<file path="src/rtl/ledpanel_pkg.sv">
// Shared constants and types for the LED panel write path.
package ledpanel_pkg;

  localparam int PANEL_WIDTH  = 96;
  localparam int PANEL_HEIGHT = 48;
  localparam int PIXELS       = PANEL_WIDTH * PANEL_HEIGHT;

  localparam int EN_W   = 8;
  localparam int ADDR_W = 16;
  localparam int DATA_W = 24;

  typedef enum logic [1:0] {
    ST_IDLE = 2'd0,
    ST_OWN0 = 2'd1,
    ST_OWN1 = 2'd2
  } arb_state_e;

  typedef struct packed {
    logic [EN_W-1:0]   panel;
    logic [ADDR_W-1:0] addr;
    logic [DATA_W-1:0] data;
    logic              last;
  } beat_t;

endpackage

</file>
<file path="src/rtl/ledpanel_watchdog.sv">
// Counts cycles since the last network beat; raises lost_o once the count reaches TIMEOUT.
module ledpanel_watchdog #(
  parameter logic [23:0] TIMEOUT = 24'd12_500_000
) (
  input  logic clk_i,
  input  logic rst_ni,
  input  logic beat_i,
  output logic lost_o
);

  logic [23:0] cnt_q, cnt_d;
  logic        lost_q, lost_d;

  always_comb begin
    cnt_d  = cnt_q;
    lost_d = lost_q;
    if (beat_i) begin
      cnt_d  = '0;
      lost_d = 1'b0;
    end else begin
      if (cnt_q != TIMEOUT) cnt_d = cnt_q + 24'd1;
      if (cnt_d == TIMEOUT) lost_d = 1'b1;
    end
  end

  // Flag starts set so panels show no-signal until the network delivers.
  always_ff @(posedge clk_i or negedge rst_ni) begin
    if (!rst_ni) begin
      cnt_q  <= '0;
      lost_q <= 1'b1;
    end else begin
      cnt_q  <= cnt_d;
      lost_q <= lost_d;
    end
  end

  assign lost_o = lost_q;

endmodule

</file>
<file path="src/rtl/ledpanel_write_arbiter.sv">
// Round-robin burst arbiter sharing the panel write bus between the network and local sources.
module ledpanel_write_arbiter
  import ledpanel_pkg::*;
#(
  parameter int          NUM_PANELS   = 8,
  parameter int          PIXELS       = ledpanel_pkg::PIXELS,
  parameter int          MAX_BURST    = 256,
  parameter int          IDLE_RELEASE = 16,
  parameter logic [23:0] TIMEOUT      = 24'd12_500_000
) (
  input  logic              display_clock,
  input  logic              display_rst_n,
  input  logic              s0_valid,
  output logic              s0_ready,
  input  logic [EN_W-1:0]   s0_panel,
  input  logic [ADDR_W-1:0] s0_addr,
  input  logic [DATA_W-1:0] s0_data,
  input  logic              s0_last,
  input  logic              s1_valid,
  output logic              s1_ready,
  input  logic [EN_W-1:0]   s1_panel,
  input  logic [ADDR_W-1:0] s1_addr,
  input  logic [DATA_W-1:0] s1_data,
  input  logic              s1_last,
  output logic [EN_W-1:0]   ctrl_en,
  output logic [ADDR_W-1:0] ctrl_addr,
  output logic [DATA_W-1:0] ctrl_wdat,
  output logic [1:0]        grant,
  output logic              signal_lost,
  output logic [15:0]       drop_count
);

  localparam int BCW = $clog2(MAX_BURST + 1);
  localparam int ICW = $clog2(IDLE_RELEASE + 1);

  arb_state_e        state_q, state_d;
  logic              last_owner_q, last_owner_d;  // 0 = s0, 1 = s1
  logic [BCW-1:0]    beat_cnt_q, beat_cnt_d;
  logic [ICW-1:0]    idle_cnt_q, idle_cnt_d;
  logic [1:0]        ready_q, ready_d;
  logic [EN_W-1:0]   en_q, en_d;
  logic [ADDR_W-1:0] addr_q, addr_d;
  logic [DATA_W-1:0] wdat_q, wdat_d;
  logic [15:0]       drop_q, drop_d;

  logic  acc0, acc1, acc, legal, rel;
  beat_t sel;

  assign acc0 = s0_valid & ready_q[0];
  assign acc1 = s1_valid & ready_q[1];
  assign acc  = acc0 | acc1;

  always_comb begin
    sel.panel = s0_panel;
    sel.addr  = s0_addr;
    sel.data  = s0_data;
    sel.last  = s0_last;
    if (acc1) begin
      sel.panel = s1_panel;
      sel.addr  = s1_addr;
      sel.data  = s1_data;
      sel.last  = s1_last;
    end
  end

  assign legal = (sel.panel != '0) &&
                 (32'(sel.panel) <= 32'(NUM_PANELS)) &&
                 (32'(sel.addr) < 32'(PIXELS));

  always_comb begin
    state_d      = state_q;
    last_owner_d = last_owner_q;
    beat_cnt_d   = beat_cnt_q;
    idle_cnt_d   = idle_cnt_q;
    rel          = 1'b0;
    case (state_q)
      ST_IDLE: begin
        beat_cnt_d = '0;
        idle_cnt_d = '0;
        if (s0_valid && s1_valid) state_d = last_owner_q ? ST_OWN0 : ST_OWN1;
        else if (s0_valid)        state_d = ST_OWN0;
        else if (s1_valid)        state_d = ST_OWN1;
      end
      ST_OWN0, ST_OWN1: begin
        if (acc) begin
          beat_cnt_d = beat_cnt_q + BCW'(1);
          idle_cnt_d = '0;
          rel        = sel.last || (beat_cnt_q == BCW'(MAX_BURST - 1));
        end else begin
          idle_cnt_d = idle_cnt_q + ICW'(1);
          rel        = (idle_cnt_q == ICW'(IDLE_RELEASE - 1));
        end
        if (rel) begin
          state_d      = ST_IDLE;
          last_owner_d = (state_q == ST_OWN1);
        end
      end
      default: state_d = ST_IDLE;
    endcase
    // Ready follows the next state so it drops on the same edge the grant ends.
    ready_d = {state_d == ST_OWN1, state_d == ST_OWN0};
  end

  always_comb begin
    en_d   = '0;
    addr_d = addr_q;
    wdat_d = wdat_q;
    drop_d = drop_q;
    if (acc) begin
      addr_d = sel.addr;
      wdat_d = sel.data;
      if (legal)              en_d   = sel.panel;
      else if (drop_q != '1)  drop_d = drop_q + 16'd1;
    end
  end

  always_ff @(posedge display_clock or negedge display_rst_n) begin
    if (!display_rst_n) begin
      state_q      <= ST_IDLE;
      last_owner_q <= 1'b1;
      beat_cnt_q   <= '0;
      idle_cnt_q   <= '0;
      ready_q      <= '0;
      en_q         <= '0;
      addr_q       <= '0;
      wdat_q       <= '0;
      drop_q       <= '0;
    end else begin
      state_q      <= state_d;
      last_owner_q <= last_owner_d;
      beat_cnt_q   <= beat_cnt_d;
      idle_cnt_q   <= idle_cnt_d;
      ready_q      <= ready_d;
      en_q         <= en_d;
      addr_q       <= addr_d;
      wdat_q       <= wdat_d;
      drop_q       <= drop_d;
    end
  end

  ledpanel_watchdog #(
    .TIMEOUT(TIMEOUT)
  ) u_watchdog (
    .clk_i (display_clock),
    .rst_ni(display_rst_n),
    .beat_i(acc0),
    .lost_o(signal_lost)
  );

  assign grant      = {state_q == ST_OWN1, state_q == ST_OWN0};
  assign s0_ready   = ready_q[0];
  assign s1_ready   = ready_q[1];
  assign ctrl_en    = en_q;
  assign ctrl_addr  = addr_q;
  assign ctrl_wdat  = wdat_q;
  assign drop_count = drop_q;

endmodule

</file>
<file path="config.mk">
export PLATFORM = sky130hd
export DESIGN_NAME = ledpanel_write_arbiter
export DESIGN_NICKNAME = d
export VERILOG_FILES = /design/src/rtl/ledpanel_pkg.sv /design/src/rtl/ledpanel_watchdog.sv /design/src/rtl/ledpanel_write_arbiter.sv
export SDC_FILE = /design/constraint.sdc
export NUM_CORES = 1
export LEC_CHECK = 0
export ABC_AREA = 1
export ABC_CLOCK_PERIOD_IN_PS = 3100
export BUFFER_PORTS_ARGS = -buffer_cell sky130_fd_sc_hd__buf_2
export CAP_MARGIN = 20
export CORE_MARGIN = 2
export CORE_UTILIZATION = 50
export DETAILED_ROUTE_END_ITERATION = 6
export PLACE_DENSITY = 0.77
export SLEW_MARGIN = 40
export SYNTH_ARGS = -nofsm -noshare
export SYNTH_HDL_FRONTEND = slang
export SYNTH_HIERARCHICAL = 1
export SYNTH_SLANG_ARGS = --single-unit
</file>
<file path="constraint.sdc">
create_clock -name display_clock -period 3.1 [get_ports display_clock]
set_clock_uncertainty 0.15 [all_clocks]
set_input_delay 0.155 -clock display_clock [delete_from_list [all_inputs] [get_ports display_clock]]
set_output_delay 0.155 -clock display_clock [all_outputs]
set_load 0.01 [all_outputs]
</file>
==> results of run 1 <==
repair_timing:
action | in CTS | in global routing
endpoints found under the hold margin | 70 | 0
setup buffers | 0 | 0
hold buffers | 67 | 0
metrics by stage:
stage	instances	utilization	cell area, um2	hold WS [ps]	setup slack [ps]
2_1_floorplan	846	-	6200	-291	1200
3_3_place_gp	1162	0.595	7180	0.647	662
3_5_place_dp	1162	0.595	7180	-0.474	597
4_1_cts	1245	0.676	8150	1.44	322
5_1_grt	1245	0.676	8150	19.8	44.6
6_report	1245	0.676	8150	-2.19	278
area by class of cell:
type	count	area [um2]
Tap cell	168	210
Sequential cell	108	2710
Multi-Input combinational cell	637	3080
Inverter	73	274
Fill cell	994	3910
Timing Repair Buffer	243	1580
Clock buffer	9	225
Clock inverter	7	82.6
state kept, by name, summed over array words and instances, names as in the netlist:
register           cells
idle_cnt_q             5
ctrl_en                8
ready_q                2
last_owner_q           1
ctrl_addr             16
drop_count            16
u_watchdog/cnt_q      24
u_watchdog/lost_o      1
state_q                2
ctrl_wdat             24
beat_cnt_q             9
cell usage after synthesis, types with 2 or more instances:
cell type / n
nand3_2: 2
dfrtp_1: 106
nor2_1: 124
o21ai_1: 10
xnor2_1: 10
dfstp_2: 2
buf_4: 3
nor2_4: 9
clkbuf_1: 12
a21oi_1: 8
buf_2: 10
buf_6: 2
o21ai_0: 81
inv_1: 70
nand2_2: 23
o22ai_1: 3
inv_2: 2
nor3_2: 5
nand2_1: 229
ha_1: 11
nand4_1: 14
nor2_2: 12
a31oi_1: 3
xor2_1: 8
nand3_1: 74
metal layers:
metal | vias up | track usage
met5 | - | 0
met4 | 0 | 0.125
met3 | 36 | 0.0559
met2 | 244 | 0.434
met1 | 2940 | 0.365
li1 | 3155 | -
placed cells by master (no fill, tap or decap), types with 12 or more instances in the layout:
| master | netlist | routed |
|---|---|---|
| nand4_1 | 14 | 14 |
| nand2_1 | 229 | 229 |
| nand2_2 | 23 | 23 |
| nor2_1 | 124 | 124 |
| buf_2 | 10 | 169 |
| nor2_2 | 12 | 12 |
| dlygate4sd3_1 | 0 | 67 |
| inv_1 | 70 | 69 |
| o21ai_0 | 81 | 81 |
| dfrtp_1 | 106 | 106 |
| nand3_1 | 74 | 74 |
worst max-delay path, stage by stage, from the launching register on:
cell	delay (ps)
dfrtp_1	520
nand2_2	470
nand2_2	110
inv_2	280
buf_4	400
nand2_1	80
o21ai_0	100
dlygate4sd3_1	600
how the worst max path moves through the flow:
stage,from,end,slack [ps],cells past startpoint
after floorplan,u_watchdog/cnt_q[0],u_watchdog/lost_o,1200,11
after global placement,ready_q[1],drop_count[5],660,8
after detailed placement,ready_q[1],drop_count[4],600,8
after CTS,ready_q[1],ctrl_wdat[6],320,7
after global routing,ready_q[1],ctrl_addr[5],40,7
final,ready_q[1],ctrl_wdat[23],280,7
power breakdown:
part / switching, W / leakage (nW) / internal, W
logic: 0.00140 / 2.52 / 0.00105
clock network: 0.000567 / 0.150 / 0.000641
registers: 0.000318 / 1.40 / 0.00180
kinds of logic (layout without fill, tap and decap cells):
| logic type | Yosys count | in the layout |
|---|---|---|
| compound gates | 108 | 108 |
| xor+xnor | 18 | 18 |
| fa+ha+maj | 11 | 11 |
| buf+inv | 101 | 332 |
| flops | 108 | 108 |
| mux | 1 | 1 |
| other cells | 1 | 4 |
| simple gates | 495 | 495 |
==> results.py, run 1 <==
metrics = {
    "status": {
        "outcome": "complete, but fails checks",
        "violations": "hold timing",
    },
    "logic_synthesis": {
        "synth_top_family_by_area": "simple AND/OR/NAND/NOR gates",
        "avgSynthCellArea_um2": 7.35,
        "syn_area_um2": 6190,
        "yosys.area_share.simple": 0.355,
        "async_flop_share": 1.00,
        "synth_mux_area_frac": 0.00162,
        "yosysWarnings": 6,
        "synth_seq_cells": 108,
        "synth_ff_type": "dfrtp_1",
        "syn_inst": 843,
        "synth-adder-area-share": 0.0222,
        "synthTopCellsByArea": "dfrtp_1 (43%), nand2_1 (14%), nor2_1 (7.5%)",
        "synth_edf_count": 0,
        "synth_xor_area_frac": 0.0255,
        "yosys.area.top_type": "dfrtp_1",
        "synth_compound_area_frac": 0.0899,
        "synth.distinct_cells": 35,
        "synth_top_area_frac": 0.428,
        "yosysSeqAreaShare": 0.437,
    },
    "global_route": {
        "grt_pass1_vias": 6154,
        "grt.total_usage": 0.274,
        "grt_max_degree": 75,
        "grt_pass1_wl_um": 29000,
        "grt-ovfl-total": 0,
        "antenna_found_initial": 0,
    },
    "routing": {
        "drt-total-wl_um": 17200,
        "top_layer": "met4",
        "postRouteAntennaNets": 0,
        "wire_per_inst_um": 13.8,
        "avgViaCountPerCell": 5.12,
        "drc": 0,
        "wl_met3_um": 1160,
        "wl_met1_um": 7310,
        "num_vias": 6375,
        "first_pass_iters": 5,
        "drt_iter0_drc": 394,
        "wl_met2_um": 8210,
    },
    "floorplanning": {
        "core-area_um2": 12100,
        "row_count": 40,
        "die_width_um": 115,
        "dieArea_um2": 13300,
        "start_util": 0.513,
        "die_y_um": 115,
        "ios": 171,
    },
    "clock_tree": {
        "clockBufferDepth": 2,
        "clkSinkCount": 108,
        "clk_latency_ps": 360,
        "htreeDepth": 3,
        "root_buffer": "clkbuf_16",
        "numCtsBuffers": 9,
        "cts_tree": "yes",
        "clk_pin_slew_ps": 70,
        "ctsResizeCount": 0,
    },
    "finish": {
        "drive_above_1_share": 0.231,
        "area_growth_pct": 31.7,
        "nets": 1185,
        "antennaDiodeCount": 0,
    },
    "timing": {
        "tightestPinTransition_ps": 742,
        "report.final.slew_viol_count": 0,
        "slew_headroom": 0.502,
        "tns_ps": 0,
        "rsz0062_at_grt": "false",
        "hold_viol": 1,
        "setup_viol_count_final": 0,
        "period_minus_slack_ps": 2820,
        "whs_ps": -2.19,
        "finalCritPeriodShare": 0.910,
        "fmax_mhz": 354,
    },
    "power_and_ir_drop": {
        "p_leak_nw": 4.08,
        "p_per_area_nw_per_um2": 709,
        "peakVddDrop_mv": 0.455,
        "total_power_w": 0.00578,
    },
    "setup_path": {
        "cp_max_fo": 33,
        "reg2reg_to": "ctrl_wdat[23]",
        "cp.required_ps": 3240,
        "critical_path_class": "reg2reg",
        "r2r_cells": 7,
        "worst_setup_path_end_kind": "flop",
        "reg2reg_from": "ready_q[1]",
        "worst_ep_arrival_time_ps": 2960,
        "r2r_slack_ps": 280,
        "start_kind": "flop",
    },
    "placement": {
        "portBuffers": 170,
        "dpl.hpwl_um": 11800,
        "place.gp.congestion": 0.938,
    },
    "worst_hold_path": {
        "min_path_cells": 3,
        "min_from": "s1_data[16]",
        "worstHoldPathType": "in2reg",
        "hold_end": "ctrl_wdat[16]",
    },
    "run": {
        "maxCapViolCount": 0,
    },
}
(Power assumes the default switching activity.)
==> run 2: changes to the inputs <==
--- a/config.mk
+++ b/config.mk
@@ -5,14 +5,13 @@
 export SDC_FILE = /design/constraint.sdc
 export NUM_CORES = 1
 export LEC_CHECK = 0
-export ABC_AREA = 1
 export ABC_CLOCK_PERIOD_IN_PS = 3100
 export BUFFER_PORTS_ARGS = -buffer_cell sky130_fd_sc_hd__buf_2
 export CAP_MARGIN = 20
 export CORE_MARGIN = 2
 export CORE_UTILIZATION = 50
 export DETAILED_ROUTE_END_ITERATION = 6
-export PLACE_DENSITY = 0.77
+export PLACE_DENSITY = 0.78
 export SLEW_MARGIN = 40
 export SYNTH_ARGS = -nofsm -noshare
 export SYNTH_HDL_FRONTEND = slang
==> results.py, run 2 <==
metrics = {
    "clock_tree": {
        "ctsHoldBuffers": 89,
        "cts_tree": "yes",
        "cts_setup_buffers": 0,
        "root_buffer": "clkbuf_8",
        "clk_latency_ps": 380,
        "ctsResizeCount": 0,
        "numCtsBuffers": 9,
        "clockBufferDepth": 2,
        "clk_pin_slew_ps": 100,
        "clkSinkCount": 108,
        "htreeDepth": 3,
    },
    "setup_path": {
        "reg2reg_from": "u_watchdog/cnt_q[0]",
        "critical_path_class": "reg2reg",
        "crit_path_start": "u_watchdog/cnt_q[0]",
        "worst_ep_arrival_time_ps": 2720,
        "start_kind": "flop",
        "cp.required_ps": 3250,
        "cp_max_fo": 6,
        "worst_setup_path_end_kind": "flop",
    },
    "timing": {
        "setup_viol_count_final": 0,
        "slew_headroom": 0.527,
        "report.final.slew_viol_count": 0,
        "period_minus_slack_ps": 2580,
        "hold_viol": 0,
        "rsz0062_at_grt": "false",
        "fmax_mhz": 388,
        "tns_ps": 0,
        "finalCritPeriodShare": 0.831,
        "tightestPinTransition_ps": 709,
    },
    "power_and_ir_drop": {
        "sw_frac_of_total": 0.369,
        "combPwrFrac": 0.425,
        "switching_power_w": 0.00186,
        "p_leak_nw": 3.84,
        "peakVddDrop_mv": 0.512,
        "clockPowerShare": 0.161,
        "p_per_area_nw_per_um2": 672,
        "intPower_w": 0.00319,
        "power_frac_seq": 0.413,
    },
    "finish": {
        "fin_util": 0.700,
        "nets": 924,
        "final_common_cell": "buf_2",
        "area_growth_pct": 38.2,
        "drive_above_1_share": 0.255,
        "final_cell_mix": "buf_2 (169), dfrtp_1 (106), dlygate4sd3_1 (89)",
        "layout.cells.non_filler": 957,
    },
    "logic_synthesis": {
        "synth_seq_cells": 108,
        "async_flop_share": 1.00,
        "yosys.area_share.simple": 0.207,
        "synth.distinct_cells": 52,
        "synthMostInstantiatedCell": "dfrtp_1",
        "avgSynthCellArea_um2": 9.81,
        "synth_top_family_by_area": "simple AND/OR/NAND/NOR gates",
        "synth_ff_type": "dfrtp_1",
        "synth_xor_area_frac": 0.0660,
        "yosysSeqAreaShare": 0.497,
        "syn_inst": 555,
        "yosysWarnings": 6,
        "syn_area_um2": 5440,
        "synth_edf_count": 0,
        "synth-adder-area-share": 0.0253,
        "synth_compound_area_frac": 0.0982,
        "synth_mux_area_frac": 0.0811,
        "synth_top_area_frac": 0.487,
        "yosys.area.top_type": "dfrtp_1",
        "synthTopCellsByArea": "dfrtp_1 (49%), mux2i_1 (7.9%), nand2_1 (5.8%)",
        "synth_commonest_cells": "dfrtp_1 (106), nand2_1 (84), o21ai_0 (56), nor2_1 (47), mux2i_1 (43)",
    },
    "placement": {
        "dpl.hpwl_um": 9900,
        "portBuffers": 170,
        "place.gp.congestion": 0.888,
        "dp.cells": 851,
    },
    "floorplanning": {
        "start_util": 0.507,
        "die_y_um": 108,
        "dieArea_um2": 11700,
        "ios": 171,
        "die_width_um": 108,
        "core-area_um2": 10700,
        "row_count": 38,
    },
    "routing": {
        "first_pass_iters": 5,
        "drt-total-wl_um": 15500,
        "drt_iter0_drc": 339,
        "num_vias": 5186,
        "postRouteAntennaNets": 0,
        "drc": 0,
        "wire_per_inst_um": 16.2,
        "avgViaCountPerCell": 5.42,
    },
    "worst_hold_path": {
        "min_from": "s0_valid",
        "worstHoldPathType": "in2reg",
    },
    "run": {
        "maxCapViolCount": 0,
    },
    "status": {
        "outcome": "completed",
    },
    "global_route": {
        "grt_max_degree": 71,
        "grt_pass1_vias": 5429,
        "antenna_found_initial": 0,
        "grt.total_usage": 0.276,
        "grt-ovfl-total": 0,
        "grt_pass1_wl_um": 25100,
    },
}
run 2: cell count changes in the layout (fill, tap and decap cells not counted), moves of 13 or more:
cell,delta
dlygate4sd3_1,+22
inv_1,-58
mux2i_1,+42
nand2_1,-146
nand2_2,-22
nand3_1,-49
nor2_1,-77
nor3_1,+13
o21ai_0,-26
xor2_1,+13
run 2: layout make-up:
class                      instances  area (um2)
clock inverter                     5        43.8
tap                              140         175
multi-input combinational        415        2620
timing repair buffer             266        1800
sequential                       108        2710
clock buffer                      11         141
antenna                            1        2.50
fill                             798        3220
inverter                          11        41.3
run 2: kinds of logic after synthesis:
| kind of cell | count (synthesis) |
|---|---|
| compound gates | 89 |
| xor+xnor | 41 |
| fa+ha+maj | 11 |
| buf+inv | 35 |
| flops | 108 |
| mux | 44 |
| other cells | 1 |
| simple gates | 226 |
run 2: per-layer routing:
metal | vias to the layer above | share of wire | global-route usage
met3 | 46 | 0.050 | 0.0729
met4 | 0 | 0.032 | 0.127
met1 | 2525 | 0.39 | 0.312
li1 | 2445 | - | -
met2 | 170 | 0.53 | 0.487
met5 | - | 0 | 0
run 2: worst max-delay path: stages, from the launching register on:
cell and delay (ps):
dfrtp_1 430, ha_1 290, nand2_1 170, nor4_1 320, buf_4 190, nand2_1 100, mux2i_1 150, or4b_1 490
o32ai_2 210
run 2: power by group through the flow:
stage / combinational [W] / sequential (W) / clock [W]
6_report: 0.00215 / 0.00209 / 0.000815
4_1_cts: 0.00209 / 0.00207 / 0.000847
3_3_place_gp: 0.00157 / 0.00207 / 0
2_1_floorplan: 0.000879 / 0.00219 / 0
5_1_grt: 0.00235 / 0.00213 / 0.000902
3_5_place_dp: 0.00164 / 0.00209 / 0
run 2: metrics by stage:
step                cell area [um2]  hold WS, ps  power, W  setup slack [ps]
floorplan                      5450         -291   0.00307               593
global placement               6440         73.9   0.00365               651
detailed placement             6440         78.0   0.00373               550
CTS                            7520         77.0   0.00501               517
global route                   7520          112   0.00539               356
finish                         7520          109   0.00505               524
run 2: final timing paths:
check	slack, ps	depth (start not counted)	to
max in group asynchronous	1730	3	u_watchdog/lost_o
setup / recovery	520	8	u_watchdog/lost_o
min in group asynchronous	180	2	u_watchdog/cnt_q[18]
setup reg to reg	520	8	u_watchdog/lost_o
hold reg to reg	340	1	beat_cnt_q[7]
hold / removal	110	5	state_q[0]
==> run 3: changes to the inputs <==
--- a/config.mk
+++ b/config.mk
@@ -5,13 +5,14 @@
 export SDC_FILE = /design/constraint.sdc
 export NUM_CORES = 1
 export LEC_CHECK = 0
-export ABC_CLOCK_PERIOD_IN_PS = 3100
+export ABC_AREA = 1
+export ABC_CLOCK_PERIOD_IN_PS = 2300
 export BUFFER_PORTS_ARGS = -buffer_cell sky130_fd_sc_hd__buf_2
 export CAP_MARGIN = 20
 export CORE_MARGIN = 2
-export CORE_UTILIZATION = 50
+export CORE_UTILIZATION = 48
 export DETAILED_ROUTE_END_ITERATION = 6
-export PLACE_DENSITY = 0.78
+export PLACE_DENSITY = 0.77
 export SLEW_MARGIN = 40
 export SYNTH_ARGS = -nofsm -noshare
 export SYNTH_HDL_FRONTEND = slang
==> constraint.sdc (replaced) <==
create_clock -name display_clock -period 2.3 [get_ports display_clock]
set_clock_uncertainty 0.15 [all_clocks]
set_input_delay 0.115 -clock display_clock [delete_from_list [all_inputs] [get_ports display_clock]]
set_output_delay 0.115 -clock display_clock [all_outputs]
set_load 0.01 [all_outputs]
==> results.py, run 3 (same netlist as run 1, synthesis figures left out) <==
metrics = {
    "power_and_ir_drop": {
        "p_leak_nw": 4.15,
        "combPwrFrac": 0.415,
        "clockPowerShare": 0.204,
        "power_frac_seq": 0.382,
        "peakVddDrop_mv": 0.670,
        "switching_power_w": 0.00309,
        "intPower_w": 0.00435,
        "sw_frac_of_total": 0.416,
        "p_per_area_nw_per_um2": 891,
    },
    "status": {
        "outcome": "completed",
    },
    "placement": {
        "portBuffers": 170,
        "dpl.hpwl_um": 12500,
        "place.gp.congestion": 0.966,
        "dp.cells": 1175,
    },
    "global_route": {
        "antenna_found_initial": 0,
        "grt-ovfl-total": 0,
        "grt_pass1_vias": 6503,
        "grt_max_degree": 68,
        "grt.total_usage": 0.279,
        "grt_pass1_wl_um": 31400,
    },
    "floorplanning": {
        "start_util": 0.491,
        "ios": 171,
        "row_count": 41,
        "core-area_um2": 12600,
        "dieArea_um2": 13800,
        "die_y_um": 118,
        "die_width_um": 118,
    },
    "clock_tree": {
        "clk_pin_slew_ps": 70,
        "clkSinkCount": 108,
        "numCtsBuffers": 9,
        "cts_tree": "yes",
        "clockBufferDepth": 2,
        "htreeDepth": 3,
        "clk_latency_ps": 350,
        "root_buffer": "clkbuf_16",
    },
    "finish": {
        "antennaDiodeCount": 0,
        "final_cell_mix": "nand2_1 (229), buf_2 (169), nor2_1 (123)",
        "multi_input_area_um2": 3090,
        "nets": 1207,
        "final_common_cell": "nand2_1",
        "regArea_um2": 2710,
        "layout.cells.non_filler": 1271,
        "area_growth_pct": 34.8,
        "fillers": 1041,
        "drive_above_1_share": 0.237,
    },
    "timing": {
        "finalCritPeriodShare": 0.939,
        "report.final.slew_viol_count": 0,
        "tightestPinTransition_ps": 532,
        "rsz0062_at_grt": "false",
        "slew_headroom": 0.646,
        "tns_ps": 0,
        "period_minus_slack_ps": 2160,
        "fmax_mhz": 463,
        "hold_viol": 0,
        "setup_viol_count_final": 0,
    },
    "setup_path": {
        "start_kind": "flop",
        "worst_setup_path_end_kind": "flop",
        "cp_max_fo": 20,
        "worst_ep_arrival_time_ps": 2240,
        "cp.required_ps": 2380,
        "critical_path_class": "reg2reg",
    },
    "routing": {
        "num_vias": 6565,
        "drc": 0,
        "wire_per_inst_um": 14.8,
        "avgViaCountPerCell": 5.17,
        "drt_iter0_drc": 391,
        "first_pass_iters": 5,
        "postRouteAntennaNets": 0,
        "drt-total-wl_um": 18800,
    },
    "run": {
        "maxCapViolCount": 0,
    },
    "worst_hold_path": {
        "worstHoldPathType": "in2reg",
    },
}
==> run 3: metrics by stage <==
step / hold WS, ps / cell area (um2) / power (W) / worst slack [ps] / util
2_1_floorplan: -331 / 6200 / 0.00462 / 404 / -
6_report: 15.4 / 8350 / 0.00744 / 140 / 0.662
3_3_place_gp: 9.81 / 7250 / 0.00562 / 111 / 0.574
4_1_cts: 3.41 / 8330 / 0.00736 / 49.5 / 0.660
3_5_place_dp: 3.76 / 7250 / 0.00570 / 56.7 / 0.574
5_1_grt: 46.5 / 8350 / 0.00796 / 6.05 / 0.662
==> run 3: metal layers <==
layer / vias up / GRT usage / wire length, um
met5: - / 0 / 0
met1: 3036 / 0.349 / 7780
met3: 54 / 0.0577 / 1300
met2: 285 / 0.461 / 9050
met4: 0 / 0.139 / 697
li1: 3190 / - / -
==> run 3: final timing paths <==
check                         startpoint                   to  slack (ps)  depth (start not counted)
setup / recovery              ready_q[1]        ctrl_addr[15]         140                          7
hold / removal               s1_panel[3]           ctrl_en[3]          20                          3
setup reg to reg              ready_q[1]        ctrl_addr[15]         140                          7
hold reg to reg             ctrl_addr[1]         ctrl_addr[1]         330                          2
max in group asynchronous  display_rst_n  u_watchdog/cnt_q[0]        1340                          3
min in group asynchronous  display_rst_n           ctrl_en[6]         150                          3
==> run 3: layout make-up <==
type | instances | share of cell area
clock buffers | 11 | 0.0291
clock inverters | 5 | 0.00510
inverters | 73 | 0.0328
well taps | 172 | 0.0258
multi-input cells | 637 | 0.370
flip-flops and latches | 108 | 0.324
repair buffers | 265 | 0.213
==> run 3: timing repair <==
action	CTS	global route
setup buffers	0	0
resized for setup	0	6
endpoints found under the hold margin	148	0
hold buffers	80	0
endpoints found under the setup margin	0	23
==> run 3: power by group through the flow <==
stage / registers [W] / logic [W] / clock network (W)
2_1_floorplan: 0.00297 / 0.00164 / 0
3_3_place_gp: 0.00284 / 0.00278 / 0
3_5_place_dp: 0.00285 / 0.00285 / 0
4_1_cts: 0.00282 / 0.00299 / 0.00154
5_1_grt: 0.00290 / 0.00344 / 0.00162
6_report: 0.00284 / 0.00309 / 0.00151
==> run 3: critical path, cell delays in order, from the launching register on <==
cell,delay (ps)
dfrtp_1,410
nand2_4,180
buf_4,220
nand2_2,100
buf_4,220
nor2_1,130
a31oi_1,50
dlygate4sd3_1,570
